**src/rtl/serial_pkg.sv**
```systemverilog
// Shared types and constants for the serial receiver slice.
// Build option: SERIAL_RX_PARITY_EN adds an even-parity bit after the data bits.
package serial_pkg;

    localparam int unsigned DEFAULT_CLKS_PER_BIT = 5208;
    localparam int unsigned DATA_BITS            = 8;
    localparam logic        IDLE_LEVEL           = 1'b1;

    typedef enum logic [2:0] {
        IDLE,
        START,
        DATA,
`ifdef SERIAL_RX_PARITY_EN
        PARITY,
`endif
        STOP
    } rx_state_t;

endpackage

```
**src/rtl/byte_fifo.sv**
```systemverilog
// Synchronous byte FIFO with extra-MSB pointers; head is presented combinationally.
module byte_fifo
    import serial_pkg::*;
#(
    parameter int unsigned DEPTH = 4
) (
    input  logic                 sysclk,
    input  logic                 reset_n,
    input  logic                 push,
    input  logic [DATA_BITS-1:0] push_data,
    input  logic                 pop,
    output logic [DATA_BITS-1:0] pop_data,
    output logic                 full,
    output logic                 empty
);
    localparam int unsigned AW = $clog2(DEPTH);

    logic [AW:0]          wr_ptr;
    logic [AW:0]          rd_ptr;
    logic [DATA_BITS-1:0] mem [DEPTH];
    logic                 do_push;
    logic                 do_pop;

    assign empty   = (wr_ptr == rd_ptr);
    assign full    = (wr_ptr[AW] != rd_ptr[AW]) && (wr_ptr[AW-1:0] == rd_ptr[AW-1:0]);
    assign do_pop  = pop && !empty;
    // A pop in the same cycle frees the slot the push writes into.
    assign do_push = push && (!full || do_pop);
    assign pop_data = empty ? '0 : mem[rd_ptr[AW-1:0]];

    // Pointer advance on accepted push/pop.
    always_ff @(posedge sysclk or negedge reset_n) begin
        if (!reset_n) begin
            wr_ptr <= '0;
            rd_ptr <= '0;
        end else begin
            if (do_push) wr_ptr <= wr_ptr + 1'b1;
            if (do_pop)  rd_ptr <= rd_ptr + 1'b1;
        end
    end

    // Storage write; contents are don't-care while empty.
    always_ff @(posedge sysclk) begin
        if (do_push) mem[wr_ptr[AW-1:0]] <= push_data;
    end

endmodule

```
**src/rtl/serial_rx.sv**
```systemverilog
// UART receiver (8N1, or 8E1 with SERIAL_RX_PARITY_EN) feeding a byte FIFO,
// with sticky frame/overflow (and parity) error flags.
module serial_rx
    import serial_pkg::*;
#(
    parameter int unsigned CLKS_PER_BIT = DEFAULT_CLKS_PER_BIT,
    parameter int unsigned FIFO_DEPTH   = 4
) (
    input  logic       sysclk,
    input  logic       reset_n,
    input  logic       serialIn,
    output logic [7:0] rx_data,
    output logic       rx_valid,
    input  logic       rx_ready,
    output logic       frame_err,
    output logic       overflow,
    input  logic       err_clr,
    output logic       busy
`ifdef SERIAL_RX_PARITY_EN
    ,
    output logic       parity_err
`endif
);
    localparam int unsigned   CW       = $clog2(CLKS_PER_BIT);
    localparam logic [CW-1:0] CNT_LAST = CW'(CLKS_PER_BIT - 1);
    localparam logic [CW-1:0] CNT_HALF = CW'(CLKS_PER_BIT / 2);
    localparam logic [2:0]    LAST_BIT = 3'(DATA_BITS - 1);

    rx_state_t            state;
    rx_state_t            state_n;
    logic                 sync1;
    logic                 sync2;
    logic                 rx_prev;
    logic                 rx_fall;
    logic [CW-1:0]        cnt;
    logic                 bit_end;
    logic [2:0]           bit_idx;
    logic [DATA_BITS-1:0] shreg;
    logic                 cnt_clr;
    logic                 shift_en;
    logic                 stop_ok;
    logic                 ferr_set;
    logic                 ovf_set;
    logic                 push_q;
    logic                 fifo_full;
    logic                 fifo_empty;
    logic                 pop;
`ifdef SERIAL_RX_PARITY_EN
    logic                 perr_set;
    logic                 drop;
`endif

    // Edge detect needs the line previously high, so after a low stop bit
    // no new start is seen until the line has returned to idle.
    assign rx_fall = rx_prev && !sync2;
    assign bit_end = (cnt == CNT_LAST);
    assign busy    = (state != IDLE);

    // Two-flop synchronizer plus history flop for falling-edge detection.
    always_ff @(posedge sysclk or negedge reset_n) begin
        if (!reset_n) begin
            sync1   <= IDLE_LEVEL;
            sync2   <= IDLE_LEVEL;
            rx_prev <= IDLE_LEVEL;
        end else begin
            sync1   <= serialIn;
            sync2   <= sync1;
            rx_prev <= sync2;
        end
    end

    // FSM state register.
    always_ff @(posedge sysclk or negedge reset_n) begin
        if (!reset_n) state <= IDLE;
        else          state <= state_n;
    end

    // Next-state and per-cycle control strobes.
    always_comb begin
        state_n  = state;
        cnt_clr  = 1'b0;
        shift_en = 1'b0;
        stop_ok  = 1'b0;
        ferr_set = 1'b0;
`ifdef SERIAL_RX_PARITY_EN
        perr_set = 1'b0;
`endif
        case (state)
            IDLE: begin
                if (rx_fall) begin
                    state_n = START;
                    cnt_clr = 1'b1;
                end
            end
            START: begin
                if (cnt == CNT_HALF) begin
                    cnt_clr = 1'b1;
                    state_n = sync2 ? IDLE : DATA;
                end
            end
            DATA: begin
                if (bit_end) begin
                    shift_en = 1'b1;
                    if (bit_idx == LAST_BIT) begin
`ifdef SERIAL_RX_PARITY_EN
                        state_n = PARITY;
`else
                        state_n = STOP;
`endif
                    end
                end
            end
`ifdef SERIAL_RX_PARITY_EN
            PARITY: begin
                if (bit_end) begin
                    perr_set = (^shreg) ^ sync2;
                    state_n  = STOP;
                end
            end
`endif
            STOP: begin
                if (bit_end) begin
                    state_n = IDLE;
                    if (sync2) begin
`ifdef SERIAL_RX_PARITY_EN
                        stop_ok = !drop;
`else
                        stop_ok = 1'b1;
`endif
                    end else begin
                        ferr_set = 1'b1;
                    end
                end
            end
            default: state_n = IDLE;
        endcase
    end

    // Bit timer, bit index, shift register and delayed push strobe.
    always_ff @(posedge sysclk or negedge reset_n) begin
        if (!reset_n) begin
            cnt     <= '0;
            bit_idx <= '0;
            shreg   <= '0;
            push_q  <= 1'b0;
`ifdef SERIAL_RX_PARITY_EN
            drop    <= 1'b0;
`endif
        end else begin
            if (state == IDLE || cnt_clr || bit_end) cnt <= '0;
            else                                     cnt <= cnt + 1'b1;
            if (state == START)  bit_idx <= '0;
            else if (shift_en)   bit_idx <= bit_idx + 1'b1;
            if (shift_en) shreg <= {sync2, shreg[DATA_BITS-1:1]};
            push_q <= stop_ok;
`ifdef SERIAL_RX_PARITY_EN
            if (state == START)  drop <= 1'b0;
            else if (perr_set)   drop <= 1'b1;
`endif
        end
    end

    assign pop     = rx_valid && rx_ready;
    assign ovf_set = push_q && fifo_full && !pop;

    // Sticky error flags; clear wins over a same-cycle set.
    always_ff @(posedge sysclk or negedge reset_n) begin
        if (!reset_n) begin
            frame_err  <= 1'b0;
            overflow   <= 1'b0;
`ifdef SERIAL_RX_PARITY_EN
            parity_err <= 1'b0;
`endif
        end else begin
            if (err_clr)       frame_err <= 1'b0;
            else if (ferr_set) frame_err <= 1'b1;
            if (err_clr)       overflow  <= 1'b0;
            else if (ovf_set)  overflow  <= 1'b1;
`ifdef SERIAL_RX_PARITY_EN
            if (err_clr)       parity_err <= 1'b0;
            else if (perr_set) parity_err <= 1'b1;
`endif
        end
    end

    byte_fifo #(
        .DEPTH (FIFO_DEPTH)
    ) u_fifo (
        .sysclk    (sysclk),
        .reset_n   (reset_n),
        .push      (push_q),
        .push_data (shreg),
        .pop       (pop),
        .pop_data  (rx_data),
        .full      (fifo_full),
        .empty     (fifo_empty)
    );

    assign rx_valid = !fifo_empty;

endmodule

```
**config.mk**
```make
export PLATFORM = sky130hd
export DESIGN_NAME = serial_rx
export DESIGN_NICKNAME = d
export VERILOG_FILES = /design/src/rtl/serial_pkg.sv /design/src/rtl/byte_fifo.sv /design/src/rtl/serial_rx.sv
export SDC_FILE = /design/constraint.sdc
export NUM_CORES = 1
export LEC_CHECK = 0
export ABC_CLOCK_PERIOD_IN_PS = 2200
export CORE_MARGIN = 8
export CORE_UTILIZATION = 50
export CTS_BUF_LIST = sky130_fd_sc_hd__clkbuf_2
export DETAILED_ROUTE_END_ITERATION = 16
export HOLD_SLACK_MARGIN = 0.12
export PLACE_DENSITY_LB_ADDON = 0.12
export SKIP_LAST_GASP = 1
export SLEW_MARGIN = 20
export SYNTH_ARGS = -nofsm -noshare
export SYNTH_HDL_FRONTEND = slang
export SYNTH_SLANG_ARGS = --single-unit
export TNS_END_PERCENT = 20
```
**constraint.sdc**
```tcl
create_clock -name sysclk -period 2.2 [get_ports sysclk]
set_input_delay 0.55 -clock sysclk [delete_from_list [all_inputs] [get_ports sysclk]]
set_output_delay 0.55 -clock sysclk [all_outputs]
set_load 0.01 [all_outputs]
```
# [Yosys cells after proc, flatten, opt, wreduce, memory -nomap -nowiden]
# Memory sizes are Yosys's and may differ from the RTL's.
# Index checks and enable logic that the tools add are counted.
[op_classes] addsub=4 n_mul=0 n_div=0 order_cmp=0 eq_ne=14 shifts=0 mux=28 bitwise_logic=0 reduce_logical=20
[op_table] op="$mux 3" n=7
[op_table] op="$mux 1" n=16
[op_table] op="$add 13x1->13 const B" n=1
[op_table] op="$eq 13x12->1 const B" n=1
[op_table] op="$eq 13x13->1 const B" n=1
[op_table] op="$mux 13" n=1
[op_table] op="$pmux 3 s4" n=1
[op_table] op="$ne 2x2->1 const B" n=5
[op_table] op="$add 3x1->3 const B" n=3
[op_table] op="$mux 8" n=1
[op_table] op="$logic_and 1x1->1" n=7
[op_table] op="$eq 3x2->1 const B" n=2
[op_table] op="$reduce_bool 2->1" n=3
[op_table] op="$reduce_and 5->1" n=1
[op_table] op="$logic_not 1->1" n=4
[op_table] op="$eq 3x1->1 const B" n=1
[op_table] op="$eq 3x3->1" n=1
[op_table] op="$eq 3x3->1 const B" n=1
[op_table] op="$logic_not 3->1" n=1
[op_table] op="$logic_or 1x1->1" n=3
[op_table] op="$reduce_bool 3->1" n=1
[op_table] op="$eq 2x2->1" n=1
[op_table] op="$mux 2" n=1
[op_table] op="$pmux 1 s2" n=1
[op_table] op="$ne 1x1->1" n=1
[word_totals] regBits=39 latch_bits=0 mem_bits_rw=32 rom_bits=0 out_inout_bits=12 elab_cells=79 memories=1
[mem_list] memory="u_fifo.mem" words=4 word_bits=8 rd=1 rd_ports_with_merged_regs=0 write_ports=1 line_no="byte_fifo.sv:20" text="logic [DATA_BITS-1:0] mem [DEPTH];"

# [Longest topological paths before layout]
# Gate-level depths: netlist (run 1).
[depth] depth_word=8 mapped_depth=7 mapped_depth_nobuf=6

# [Hierarchy]
# A second synthesis (run 1) with hierarchy kept.
[hier_totals] cells_unflattened=229 hier_area_um2=3248.1
[by_module_without_submodules] module="byte_fifo" n_inst=1 cells_per_inst=85 area_per_inst_um2=1657.8
[by_module_without_submodules] module="serial_rx" n_inst=1 cells_per_inst=144 area_per_inst_um2=1590.3

# [Least setup slack after synthesis (run 1)]
# Ideal clock, no wire load.
[synth_path] path_type="flip-flop to output port" startpoint="register u_fifo.rd_ptr[1]" endpoint="output rx_data[0]" arrival_time_ns=1.247 required_time_ns=1.650 setup_slack_ns=0.403 path_stages_with_launch=6 path_cell_list="dfrtp_1 buf_4 xnor2_1 nand3b_1 clkbuf_1 and2_1"
[synth_between] elab_chain_len=2 word_cells_on_any_way=3
[synth_lines] element="start: declaration" line_no="byte_fifo.sv:19" text="logic [AW:0] rd_ptr;"
[synth_lines] element="start signal: assignment" line_no="byte_fifo.sv:38" text="if (do_pop) rd_ptr <= rd_ptr + 1'b1;"
[synth_lines] element="$mem_v2 4x8 or $eq 3x3->1 (tied branches)"
[synth_lines] element="$mux 8 *" line_no="byte_fifo.sv:29" text="assign pop_data = empty ? '0 : mem[rd_ptr[AW-1:0]];"
[synth_lines] element="end: declaration" line_no="serial_rx.sv:12" text="output logic [7:0] rx_data,"
# Every way passes the cells marked *; elsewhere a longest branch is shown, timed or not.

# [Worst setup path after layout (run 1)]
[layout_path] startpoint="register u_fifo.rd_ptr[0]" endpoint="output rx_data[0]"
# Same word-level chain as after synthesis.

==> results of run 1 <==
[flip-flops by register name (all words and copies together) (netlist names)]
register / flops
bit_idx: 3
cnt: 13
frame_err: 1
overflow: 1
push_q: 1
rx_prev: 1
shreg: 8
state: 2
sync1: 1
sync2: 1
u_fifo.mem: 32
u_fifo.rd_ptr: 3
u_fifo.wr_ptr: 3
[synthesized netlist by cell type (all sizes together)]
| cell | n |
|---|---|
| ha | 9 |
| clkbuf | 3 |
| dfrtp | 35 |
| nand2 | 9 |
| a41oi | 1 |
| a22o | 1 |
| nor4 | 4 |
| mux2 | 9 |
| edfxtp | 32 |
| or2 | 1 |
| or3 | 1 |
| and2 | 12 |
| xnor2 | 14 |
| nand4 | 1 |
| xor2 | 4 |
| nand3b | 1 |
| and2b | 1 |
| a31oi | 3 |
| o2bb2ai | 3 |
| mux4 | 8 |
| a21oi | 3 |
| inv | 12 |
| or4b | 1 |
| buf | 4 |
| dfstp | 3 |
| nand4bb | 3 |
| a311o | 1 |
| nor2b | 4 |
| o21ai | 1 |
| nand3 | 7 |
| nor2 | 19 |
| nor3 | 6 |
| and4 | 1 |
| a21boi | 1 |
| o41ai | 1 |
[cell type report]
class	instances	area [um2]	share of cell area, %
timing repair buffer	37	425.4	11.20
sequential	70	1917	50.46
multi-input combinational	130	1172	30.86
inverter	12	45.04	1.186
tap	77	96.34	2.536
clock buffer	9	45.04	1.186
clock inverter	7	97.59	2.569
[through the flow]
stage	setup TNS (ns)	util, %	instance area, um2	setup WS, ns	hold slack (ns)
floorplan	0	-	3147	0.4027	0.2544
global placement	0	56.95	3533	0.01033	0.3463
detailed placement	-0.05206	56.95	3533	-0.01607	0.3475
CTS	-2.297	59.47	3690	-0.2626	0.3718
global route	-2.867	61.22	3799	-0.3149	0.3774
finish	-1.707	61.22	3799	-0.2103	0.3715
[path summary, 6_finish.rpt]
check / start / endpoint / slack [ns] / cells past startpoint
worst min-delay path: sync1 / sync2 / 0.37 / 0
worst max-delay path: u_fifo.rd_ptr[0] / rx_data[0] / -0.21 / 4
worst min register to register: sync1 / sync2 / 0.37 / 0
max in group asynchronous: reset_n / rx_prev / 1.41 / 3
min in group asynchronous: reset_n / cnt[6] / 0.52 / 3
worst max register to register: u_fifo.rd_ptr[0] / u_fifo.mem[0][5] / 0.19 / 7
[worst max-delay path, stage by stage, from the launching register on]
cell       delay, ns
dfrtp_2         0.46
clkbuf_16       0.17
mux4_2          0.49
and2_4          0.17
buf_6           0.11
[cell families (layout without fill, tap and decap cells)]
group | after synthesis | count (layout) | synth area share, %
AO/OA/AOI/OAI | 15 | 15 | 3.698
XOR/XNOR | 18 | 18 | 5.010
adder cells (fa/ha/maj) | 9 | 9 | 3.579
buffers and inverters | 19 | 65 | 3.101
flip-flops | 70 | 70 | 60.87
multiplexers | 17 | 17 | 9.901
AND/OR/NAND/NOR | 71 | 71 | 13.84
[report_power, final]
group          switching [mW]  leakage (nW)  internal, mW
clock                   0.468        0.0785         0.379
sequential             0.0829         0.873          1.42
combinational           0.119         0.690         0.105
[repair_timing]
item                                   CTS  global route
buffers inserted                         0             3
pin swaps                                6             7
hold buffers                             1             0
gates resized for setup                 38            20
endpoints found under the hold margin   35             0
setup endpoints to repair               10            10
gates cloned                             1             1
[per-layer routing]
| metal | GRT usage, % | part of all wire (%) | vias to the layer above |
|---|---|---|---|
| met5 | 0 | 0 | - |
| met4 | 6.632 | 2.0 | 0 |
| met3 | 3.071 | 4.1 | 10 |
| met2 | 20.25 | 48 | 28 |
| met1 | 15.89 | 46 | 880 |
| li1 | - | - | 867 |
==> metrics.csv, run 1 <==
stage,metric,value,unit
worst_setup_path,WS Path Type,register to output port,
global_route,Overall Global Routing Usage,12.76,%
final_layout,"commonest non-fill, non-tap cell in the layout",dfrtp_1,
global_route,grt ovf,0,
synthesis,Post-Syn Instances,219,
final_layout,Fill cells,478,
floorplan,Die Y,95.33,um
outcome,status,"complete, but fails checks",
sta,Clock Skew,0.01210,ns
pwr,Total Power,2.577,mW
final_layout,Antenna diodes,0,
synthesis,synthesized flop and latch total,70,
floorplan,row count,29,
final_layout,most frequent cells in the layout,"dfrtp_1, edfxtp_1, nor2_1, xnor2_1, inv_1",
sta,Least-Margin Pin Slew,0.4001,ns
global_route,initial antenna violation count,0,
cts,H-Tree Depth,3,
sta,final hold viol count,0,
run,max_cap viols,0,
sta,Max Clk Rate,0.4149,GHz
global_route,largest net degree at the start of global routing,39,
sta,Final Max Tran Viols,0,
synthesis,mapped cell area,0.003147,mm2
synthesis,"area leader, netlist",edfxtp_1,
routing,Initial DRC Count,60,
worst_setup_path,Critical Path End Type,output port,
sta,RSZ-0062 raised after global routing,yes,
floorplan,Die Span X,95.33,um
pwr,Max VDD drop,0.4261,mV
cts,clock buffer count from CTS,9,
routing,post-route ant nets,0,
cts,CTS tree,yes,
final_layout,Finished Layout Cells,342,
routing,Routed WL per cell,15.52,um
routing,Via Count,1785,
worst_setup_path,CP max FO,4,
final_layout,Nets,274,
cts,clk_lat worst skew,0.48,ns
cts,"Clk pin slew, worst setup/hold paths",0.20,ns
synthesis,"top cells by area, synth","edfxtp_1, dfrtp_1, mux4_2",
floorplan,full die area,0.009088,mm2
synthesis,post-synthesis cell type count,41,
cts,CTS Root Cell,clkbuf_2,
sta,minimum clock period,2.410,ns
final_layout,share of layout cells above drive strength 1,31.32,%
cts,Sink Count,70,
worst_setup_path,WP data required,1.65,ns
sta,slew margin rel.,73.09,%
final_layout,Area Overhead vs Synth,20.72,%
floorplan,IO Count,17,
place,Detailed Place HPWL,3491,um
sta,Setup-failing EPs final,9,
synthesis,syn avg cell area,14.37,um2
worst_setup_path,"Arr. time, crit path",1.86,ns
floorplan,initial cell density of the core,50.72,%
place,routability cong.,0.6899,
pwr,pwr dens,678.5,mW/mm2
outcome,failing checks,setup timing,
synthesis,share of the synthesized area in the top cell type,30.54,%
pwr,P_leak,1.641,nW
synthesis,syn nets,233,
routing,DRT Wirelength,5307,um
global_route,vias in the first global route,1773,
sta,period utilization,109.6,%
routing,DRC errors left,0,
cts,CTS Buffer Depth,2,
synthesis,Ys Warns,0,
sta,Final WS setup,-0.2103,ns
worst_setup_path,crit start category,register,
synthesis,sequential area share after synthesis,60.87,%
routing,mean number of vias per cell,5.219,
place,Cells after DPL,320,
worst_hold_path,worst min path class,register to register,
floorplan,Core ar.,0.006205,mm2
global_route,first-pass GRT wire length,8804,um
routing,TritonRoute pass-1 iters,4,
place,# port buffers,16,
(Power assumes the default switching activity.)
==> run 2, diff against run 1 <==
- CORE_MARGIN: 8 -> 2
==> run 2 against run 1 <==
Net effect:
- die area fell by 24%
- sequential cell count is the same
- the flow still finishes with violations (setup timing)
- design area down 2.7%
- total power up 3.0%
- critical endpoint is now rx_data[1]
- largest cell class unchanged
- non-clock buffer count is 4 lower
==> metrics.csv, run 2 (same netlist as run 1, synthesis figures left out) <==
stage,metric,value,unit,change
outcome,status,"complete, but fails checks",,unchanged
outcome,failing checks,setup timing,,unchanged
worst_setup_path,cells along the critical path,"buf_12, buf_4, mux4_2, and2_1, buf_2",,"was clkbuf_16, mux4_2, and2_4, buf_6"
floorplan,initial cell density of the core,52.53,%,was 50.72%
worst_setup_path,Critical path buffers and inverters,3,,was 2
worst_setup_path,worst reg2reg path depth,6,,was 7
worst_setup_path,WS Path Type,register to output port,,unchanged
global_route,vias in the first global route,1797,,was 1773
routing,Routed WL per cell,15.32,um,was 15.52 um
sta,Setup-failing EPs final,10,,was 9
worst_setup_path,CP max-delay cell,dfrtp_2,,was mux4_2
worst_setup_path,crit start category,register,,unchanged
cts,CTS Buffer Depth,2,,unchanged
cts,clock buffer count from CTS,9,,unchanged
routing,DRC errors left,0,,unchanged
final_layout,most frequent cells in the layout,"dfrtp_1, edfxtp_1, nor2_1, xnor2_1",,"was dfrtp_1, edfxtp_1, nor2_1, xnor2_1, inv_1"
worst_setup_path,CP max stage delay,0.47,ns,was 0.49 ns
global_route,Overall Global Routing Usage,16.52,%,was 12.76%
pwr,internal power,2.009,mW,was 1.907 mW
final_layout,Area Overhead vs Synth,17.50,%,was 20.72%
global_route,M2 GR Usage,25.88,%,was 20.25%
final_layout,Antenna diodes,0,,unchanged
routing,DRT Wirelength,5147,um,was 5307 um
pwr,Clk pwr share,34.8,%,was 32.9%
worst_setup_path,RR Endpoint,u_fifo.mem[1][3],,was u_fifo.mem[0][5]
place,routability cong.,0.7374,,was 0.6899
place,Detailed Place HPWL,3477,um,was 3491 um
final_layout,Final Util,61.72,%,was 61.22%
final_layout,Nets,270,,was 274
pwr,P_leak,1.613,nW,was 1.641 nW
pwr,switching portion of total power,24.34,%,was 26.01%
worst_setup_path,Critical R2R Launch,u_fifo.rd_ptr[0],,unchanged
worst_setup_path,WP depth,5,,was 4
worst_setup_path,"Arr. time, crit path",1.92,ns,was 1.86 ns
pwr,Logic pwr share,8.4,%,was 8.7%
sta,RSZ-0062 raised after global routing,yes,,unchanged
final_layout,max reg flops,32,,unchanged
worst_setup_path,Worst Setup EP,rx_data[1],,was rx_data[0]
sta,Max Clk Rate,0.4056,GHz,was 0.4149 GHz
sta,Clock Skew,0.02298,ns,was 0.01210 ns
cts,H-Tree Depth,3,,unchanged
pwr,Psw,646.6,uW,was 670.4 uW
global_route,grt ovf,0,,unchanged
floorplan,Die Span X,83.33,um,was 95.33 um
floorplan,Die Y,83.33,um,was 95.33 um
routing,mean number of vias per cell,5.259,,was 5.219
worst_hold_path,worst min path class,register to register,,unchanged
sta,Final Max Tran Viols,0,,unchanged
final_layout,Finished Layout Cells,336,,was 342
sta,final hold viol count,0,,unchanged
worst_setup_path,Critical path origin,u_fifo.rd_ptr[0],,unchanged
global_route,gr busiest metal,met2,,unchanged
run,max_cap viols,0,,unchanged
floorplan,row count,28,,was 29
sta,Final WS setup,-0.2655,ns,was -0.2103 ns
place,DP Worst Slack,-0.006740,ns,was -0.01607 ns
sta,Least-Margin Pin Slew,0.4589,ns,was 0.4001 ns
routing,post-route ant nets,0,,unchanged
pwr,Total Power,2.656,mW,was 2.577 mW
worst_setup_path,Reg2Reg Setup Slack,0.28,ns,was 0.19 ns
cts,CTS Root Cell,clkbuf_2,,unchanged
floorplan,full die area,0.006944,mm2,was 0.009088 mm2
cts,"Clk pin slew, worst setup/hold paths",0.19,ns,was 0.20 ns
cts,Sink Count,70,,unchanged
floorplan,Core ar.,0.005991,mm2,was 0.006205 mm2
place,# port buffers,16,,unchanged
pwr,Flop pwr share,56.8,%,was 58.4%
sta,slew margin rel.,69.41,%,was 73.09%
worst_setup_path,WP data required,1.65,ns,about the same
worst_setup_path,Critical Path End Type,output port,,unchanged
cts,clk_lat worst skew,0.47,ns,was 0.48 ns
worst_setup_path,CP max FO,6,,was 4
final_layout,share of layout cells above drive strength 1,26.44,%,was 31.32%
pwr,Max VDD drop,0.6970,mV,was 0.4261 mV
global_route,largest net degree at the start of global routing,21,,was 39
sta,period utilization,112.1,%,was 109.6%
routing,Initial DRC Count,73,,was 60
global_route,initial antenna violation count,0,,unchanged
sta,minimum clock period,2.466,ns,was 2.410 ns
global_route,GR Util met3,3.280,%,was 3.071%
worst_setup_path,Top Family by Delay on Critical Path,flip-flops,,was multiplexers
routing,TritonRoute pass-1 iters,4,,unchanged
place,Cells after DPL,316,,was 320
floorplan,IO Count,17,,unchanged
routing,Via Count,1767,,was 1785
global_route,first-pass GRT wire length,8914,um,was 8804 um
pwr,pwr dens,718.4,mW/mm2,was 678.5 mW/mm2
cts,CTS tree,yes,,unchanged
final_layout,"commonest non-fill, non-tap cell in the layout",dfrtp_1,,unchanged
global_route,routing usage on met1,21.97,%,was 15.89%
[run 2: area by class of cell]
class | instances | area, um2
inverter | 12 | 45.04
timing repair buffer | 33 | 342.8
clock buffer | 9 | 45.04
multi-input combinational | 130 | 1141
sequential | 70 | 1917
fill | 460 | 2293
tap | 75 | 93.84
clock inverter | 7 | 112.6
[run 2: timing repair]
item | 4_1_cts | 5_1_grt
resized for setup | 37 | 0
pin swaps | 2 | 0
endpoints found under the hold margin | 15 | 0
cloned | 1 | 0
setup buffers | 2 | 0
hold buffers | 1 | 0
endpoints found under the setup margin | 10 | 10
[run 2: metal layers]
layer  wire (um)  share of wire, %  vias to the layer above
met1        2438                47                      887
met2        2528                49                       22
li1            -                 -                      854
met5           0                 0                        -
met4          51              0.99                        0
met3         128               2.5                        4
[run 2: worst min-delay path by stage]
| stage | end | startpoint | depth (start not counted) | slack (ns) |
|---|---|---|---|---|
| floorplan | bit_idx[0] | reset_n | 0 | 0.25 |
| global placement | sync2 | sync1 | 0 | 0.35 |
| detailed placement | sync2 | sync1 | 0 | 0.35 |
| CTS | sync2 | sync1 | 0 | 0.37 |
| global route | sync2 | sync1 | 0 | 0.38 |
| finish | sync2 | sync1 | 0 | 0.37 |
[run 2: per-stage QoR]
step                      hold slack [ns]  cell area, um2  setup TNS [ns]
after floorplan                    0.2544            3147               0
after global placement             0.3469            3516               0
after detailed placement           0.3472            3516       -0.006740
after CTS                          0.3712            3697          -2.438
after global routing               0.3800            3697          -2.934
final                              0.3709            3697          -1.812
[run 2: power by group through the flow]
stage / logic [mW] / registers (mW) / clock network (mW)
floorplan: 0.173 / 1.51 / 0
global placement: 0.219 / 1.53 / 0
detailed placement: 0.224 / 1.53 / 0
CTS: 0.226 / 1.51 / 0.955
global route: 0.253 / 1.52 / 1.01
finish: 0.223 / 1.51 / 0.925
